[src/rtl/aes_pkg.sv]
// Shared types and constants for the AES round sequencer.
// State encoding, round-count constants and the round-key index helper.
package aes_pkg;

    localparam int NR_128 = 10;
    localparam int NR_256 = 14;
    localparam int RND_W  = 4;

    typedef enum logic [2:0] {
        ST_IDLE  = 3'd0,
        ST_KEY   = 3'd1,
        ST_INIT  = 3'd2,
        ST_MAIN  = 3'd3,
        ST_FINAL = 3'd4,
        ST_DONE  = 3'd5
    } state_e;

    // Encrypt walks keys upward, decrypt walks them down from nr.
    function automatic logic [RND_W-1:0] round_index(
        input logic             enc,
        input logic [RND_W-1:0] rnd,
        input logic [RND_W-1:0] nr
    );
        return enc ? rnd : (nr - rnd);
    endfunction

endpackage

[src/rtl/aes_round_ctrl.sv]
// AES round sequencer: KEY -> INIT -> MAIN -> FINAL -> DONE with key-wait timeout.
// Optional 256-bit key support is enabled with `define AES_ROUND_CTRL_KEY256_EN.
module aes_round_ctrl
    import aes_pkg::*;
#(
    parameter int NR_DEF      = 10,
    parameter int KEY_TIMEOUT = 64,
    parameter int TO_W        = 7
) (
    input  logic             clk,
    input  logic             rst,
    input  logic             start,
    input  logic             encdec,
    input  logic             key_ready,
`ifdef AES_ROUND_CTRL_KEY256_EN
    input  logic             keylen,
`endif
    output logic             key_init,
    output logic             init_round,
    output logic             main_round,
    output logic             final_round,
    output logic [RND_W-1:0] round_idx,
    output logic             busy,
    output logic             ready,
    output logic             done,
    output logic             err
);

    localparam logic             TO_EN   = (KEY_TIMEOUT != 0);
    localparam logic [TO_W-1:0]  TO_LAST = TO_W'(KEY_TIMEOUT - 1);

    state_e            state_q, state_d;
    logic [RND_W-1:0]  rnd_q, rnd_d;
    logic [TO_W-1:0]   to_cnt_q, to_cnt_d;
    logic              enc_q, enc_d;
    logic [RND_W-1:0]  nr_q, nr_d;
    logic [RND_W-1:0]  nr_start_s;

    logic              key_init_q, key_init_d;
    logic              init_round_q, init_round_d;
    logic              main_round_q, main_round_d;
    logic              final_round_q, final_round_d;
    logic [RND_W-1:0]  round_idx_q, round_idx_d;
    logic              busy_q, busy_d;
    logic              ready_q, ready_d;
    logic              done_q, done_d;
    logic              err_q, err_d;

`ifdef AES_ROUND_CTRL_KEY256_EN
    assign nr_start_s = keylen ? RND_W'(NR_256) : RND_W'(NR_DEF);
`else
    assign nr_start_s = RND_W'(NR_DEF);
`endif

    // Next-state, counters and the outputs decoded from the next state.
    always_comb begin
        state_d  = state_q;
        rnd_d    = rnd_q;
        to_cnt_d = to_cnt_q;
        enc_d    = enc_q;
        nr_d     = nr_q;
        err_d    = 1'b0;
        case (state_q)
            ST_IDLE: begin
                rnd_d    = 4'd0;
                to_cnt_d = TO_W'(0);
                if (start) begin
                    enc_d   = encdec;
                    nr_d    = nr_start_s;
                    state_d = ST_KEY;
                end else begin
                    state_d = ST_IDLE;
                end
            end
            ST_KEY: begin
                to_cnt_d = to_cnt_q + TO_W'(1);
                if (key_ready) begin
                    state_d = ST_INIT;
                    rnd_d   = 4'd0;
                end else if (TO_EN && (to_cnt_q == TO_LAST)) begin
                    state_d = ST_IDLE;
                    err_d   = 1'b1;
                end else begin
                    state_d = ST_KEY;
                end
            end
            ST_INIT: begin
                rnd_d   = 4'd1;
                state_d = ST_MAIN;
            end
            ST_MAIN: begin
                if (rnd_q == (nr_q - 4'd1)) begin
                    rnd_d   = nr_q;
                    state_d = ST_FINAL;
                end else begin
                    rnd_d   = rnd_q + 4'd1;
                end
            end
            ST_FINAL: state_d = ST_DONE;
            ST_DONE: begin
                rnd_d   = 4'd0;
                state_d = ST_IDLE;
            end
            default: begin
                rnd_d   = 4'd0;
                state_d = ST_IDLE;
            end
        endcase

        // Outputs are registered copies of the Moore decode of the next state.
        key_init_d    = (state_d == ST_KEY) && (state_q != ST_KEY);
        init_round_d  = (state_d == ST_INIT);
        main_round_d  = (state_d == ST_MAIN);
        final_round_d = (state_d == ST_FINAL);
        busy_d        = (state_d == ST_KEY) || (state_d == ST_INIT) ||
                        (state_d == ST_MAIN) || (state_d == ST_FINAL);
        ready_d       = (state_d == ST_IDLE);
        done_d        = (state_d == ST_DONE);
        if ((state_d == ST_INIT) || (state_d == ST_MAIN) || (state_d == ST_FINAL)) begin
            round_idx_d = round_index(enc_d, rnd_d, nr_d);
        end else begin
            round_idx_d = 4'd0;
        end
    end

    // State, counters and registered outputs.
    always_ff @(posedge clk) begin
        if (rst) begin
            state_q       <= ST_IDLE;
            rnd_q         <= 4'd0;
            to_cnt_q      <= TO_W'(0);
            enc_q         <= 1'b0;
            nr_q          <= RND_W'(NR_DEF);
            key_init_q    <= 1'b0;
            init_round_q  <= 1'b0;
            main_round_q  <= 1'b0;
            final_round_q <= 1'b0;
            round_idx_q   <= 4'd0;
            busy_q        <= 1'b0;
            ready_q       <= 1'b1;
            done_q        <= 1'b0;
            err_q         <= 1'b0;
        end else begin
            state_q       <= state_d;
            rnd_q         <= rnd_d;
            to_cnt_q      <= to_cnt_d;
            enc_q         <= enc_d;
            nr_q          <= nr_d;
            key_init_q    <= key_init_d;
            init_round_q  <= init_round_d;
            main_round_q  <= main_round_d;
            final_round_q <= final_round_d;
            round_idx_q   <= round_idx_d;
            busy_q        <= busy_d;
            ready_q       <= ready_d;
            done_q        <= done_d;
            err_q         <= err_d;
        end
    end

    assign key_init    = key_init_q;
    assign init_round  = init_round_q;
    assign main_round  = main_round_q;
    assign final_round = final_round_q;
    assign round_idx   = round_idx_q;
    assign busy        = busy_q;
    assign ready       = ready_q;
    assign done        = done_q;
    assign err         = err_q;

endmodule

[config.mk]
export PLATFORM = sky130hd
export DESIGN_NAME = aes_round_ctrl
export DESIGN_NICKNAME = d
export VERILOG_FILES = /design/src/rtl/aes_pkg.sv /design/src/rtl/aes_round_ctrl.sv
export SDC_FILE = /design/constraint.sdc
export NUM_CORES = 1
export LEC_CHECK = 0
export CAP_MARGIN = 20
export CORE_AREA = 2 2 84 86
export DETAILED_ROUTE_END_ITERATION = 16
export DIE_AREA = 0 0 86 88
export GPL_TIMING_DRIVEN = 0
export PLACE_DENSITY = 0.53
export SYNTH_ARGS = -nofsm -noshare
export SYNTH_HDL_FRONTEND = slang
export SYNTH_SLANG_ARGS = --single-unit
[constraint.sdc]
create_clock -name clk -period 3.7 [get_ports clk]
set_input_delay 0.37 -clock clk [delete_from_list [all_inputs] [get_ports clk]]
set_output_delay 0.37 -clock clk [all_outputs]
set_load 0.01 [all_outputs]
==> qor.yml <==
detailed_routing:
  drt_pass1_iterations: 4
  vias_per_cell: 4.57
  ant_nets: 0
  routed_wirelength_mm: 3.57
  drc: 0
  drtIter0Drc: 118
  wl_per_cell_um: 12.4
  vias: 1313
grt:
  use_met3: 0.0292
  grt_pass1_wl_mm: 6.07
  grt-ovfl-total: 0
  grt_use_total: 0.104
  grt-busiest-layer: "met2"
  antenna_found_initial: 0
  use_met2: 0.151
  grtUsageMet1: 0.139
  grt_max_degree: 11
  grt_pass1_vias: 1248
critical_path:
  worstReg2RegStart: "nr_q[0]"
  startpoint: "nr_q[0]"
  crit_fanout: 5
  crit_path_end: "round_idx[3]"
  reg2regPathDepth: 12
  crit_type: "reg2reg"
  rrSetupSlack_ns: 0.59
  cp-start-kind: "flip-flop"
  cp.arrival_ns: 3.33
  critPathRequiredTime_ns: 3.92
  endpoint_kind: "flip-flop"
  reg2reg_to: "round_idx[3]"
timing:
  worst_slew_pin_slew_ns: 0.687
  fin_crit_sh: 0.841
  timing.hold.ws_ns: 0.472
  finClkSkew_ns: 0.00297
  rsz0062_at_grt: "no"
  period_minus_slack_ns: 3.11
  fin_setup_tns_ns: 0
  hold_viol: 0
  fmax_mhz: 321
  setup_violations: 0
  relSlewSlack: 0.539
  slew_violations: 0
flow_run:
  maxCapViolations: 0
power:
  p_leak_nw: 0.737
  irDropWorstVdd_uv: 127
  powerDensity_mw_per_mm2: 366
  fin_total_pwr_w: 0.000709
logic_synthesis:
  postSynthCellCount: 184
  seq_area_frac_synth: 0.387
  yosysMostFrequentCell: "dfxtp_1"
  syn_area_per_cell_um2: 8.72
  yosysWarningCount: 0
  synth.top_cell.area_share: 0.387
  synthFlopType: "dfxtp_1"
  yosys_register_bits: 31
  syn_nets: 196
  netlist_top_cells_area: "dfxtp_1 39%, ha_1 4.7%, nand2_1 4.7%"
  netlist_area_mm2: 0.00161
  synth-async-reset-ratio: 0
  synth_cell_types: 47
  synth-edff-count: 0
  yosys.area.top_type: "dfxtp_1"
  ys_top_cells_by_count: "31 x dfxtp_1, 20 x nand2_1, 18 x nor2_1"
clock_tree:
  htree_levels: 2
  post_cts_buffers: 0
  cts_repair_resize_count: 0
  cts-root-buf: "clkbuf_8"
  cts_sinks: 31
  cts_buffers: 5
  cts.reportedPaths.clkPinSlew_ns: 0.07
  clk_latency_ns: 0.29
  cts_tree: "yes"
  hold_buffers: 0
  clk_path_buf_depth: 2
floorplanning:
  io_pins: 17
  die_w_um: 86
  die_y_um: 88
  coreArea_mm2: 0.00664
  initial_core_util: 0.242
  rows: 30
  dieArea_mm2: 0.00757
layout:
  area_delta_synth_final_pct: 20.8
  fillerInstances: 709
  final_nets: 218
  stdcell_count: 287
  antenna_cells: 0
  drive_above_1_share: 0.111
  fin_util: 0.292
placed_design:
  portBuffers: 15
  gp_congestion: 0.820
  placedCellCount: 279
  post-dp-hpwl_mm: 2.58
worst_hold_path:
  hold_path_class: "in2reg"
run_status:
  status: "finished, final reports clean"
kinds of logic (layout without fill, tap and decap cells):
| logic type | count (synthesis) | in the layout | synth area share |
|---|---|---|---|
| AND/OR/NAND/NOR | 85 | 85 | 0.284 |
| AO/OA/AOI/OAI | 33 | 33 | 0.152 |
| flip-flops | 31 | 31 | 0.387 |
| buffers and inverters | 17 | 40 | 0.0421 |
| XOR/XNOR | 9 | 9 | 0.0639 |
| adder cells (fa/ha/maj) | 7 | 7 | 0.0592 |
| multiplexers | 2 | 2 | 0.0125 |
sequential cells by signal, indices dropped and copies added (netlist names), 3 cells and up:
register / cells
to_cnt_q: 7
state_q: 3
nr_q: 4
round_idx: 4
rnd_q: 4
through the flow:
| step | area, µm² | setup slack (ns) |
|---|---|---|
| after global placement | 1860 | 0.601 |
| after detailed placement | 1860 | 0.600 |
| after CTS | 1940 | 0.557 |
| final | 1940 | 0.588 |
| after global routing | 1940 | 0.376 |
| after floorplan | 1610 | 0.880 |
cell type report:
type	instances	area, µm²	area share
multi-input cells	136	917	0.473
flip-flops and latches	31	621	0.320
repair buffers	15	150	0.0774
well taps	80	100	0.0516
clock buffers	5	68.8	0.0355
plain buffers	9	37.5	0.0194
inverters	8	30.0	0.0155
clock inverters	3	15.0	0.00774
cells in the final DEF, fill, tap and decap left out, drive strengths merged, types with 2 or more instances in the layout:
master | synthesis | layout
clkinv | 0 | 3
o21ai | 5 | 5
nand2 | 20 | 20
clkbuf | 5 | 10
clkdlybuf4s50 | 0 | 15
ha | 6 | 6
or2 | 3 | 3
nor4b | 2 | 2
xor2 | 2 | 2
a211oi | 3 | 3
buf | 4 | 4
nand3 | 5 | 5
xnor2 | 6 | 6
or3 | 4 | 4
mux2i | 2 | 2
a21oi | 12 | 12
nor3b | 6 | 6
nor3 | 15 | 15
o21a | 2 | 2
dfxtp | 31 | 31
a311oi | 3 | 3
inv | 8 | 8
nor2 | 18 | 18
nor2b | 5 | 5
worst max-delay path: stages, from the launching register on:
cell and delay (ns):
dfxtp_1 0.42, inv_1 0.09, ha_1 0.21, xor3_2 0.25, nor3_4 0.28, a21oi_1 0.14, a311oi_4 0.39, ha_1 0.29
nor2b_1 0.13, o21a_1 0.18, o22a_1 0.20, or3b_1 0.34, mux2i_1 0.13
worst min-delay path by stage:
stage                start     endpoint  cells past startpoint
2_1_floorplan  to_cnt_q[1]  to_cnt_q[1]                      2
3_3_place_gp   to_cnt_q[1]  to_cnt_q[1]                      2
3_5_place_dp   to_cnt_q[1]  to_cnt_q[1]                      2
4_1_cts                rst     rnd_q[0]                      2
5_1_grt        to_cnt_q[1]  to_cnt_q[1]                      2
6_report               rst     rnd_q[0]                      2
report_power, final:
part	switching [W]	internal (W)	total, W
clock network	0.000133	0.000128	0.000262
logic	0.0000583	0.0000387	0.0000970
registers	0.00000558	0.000345	0.000350
layer usage:
layer | part of all wire | up-vias
li1 | - | 682
met1 | 0.50 | 600
met2 | 0.43 | 25
met3 | 0.043 | 6
met4 | 0.025 | 0
met5 | 0 | -
(Power assumes the default switching activity.)
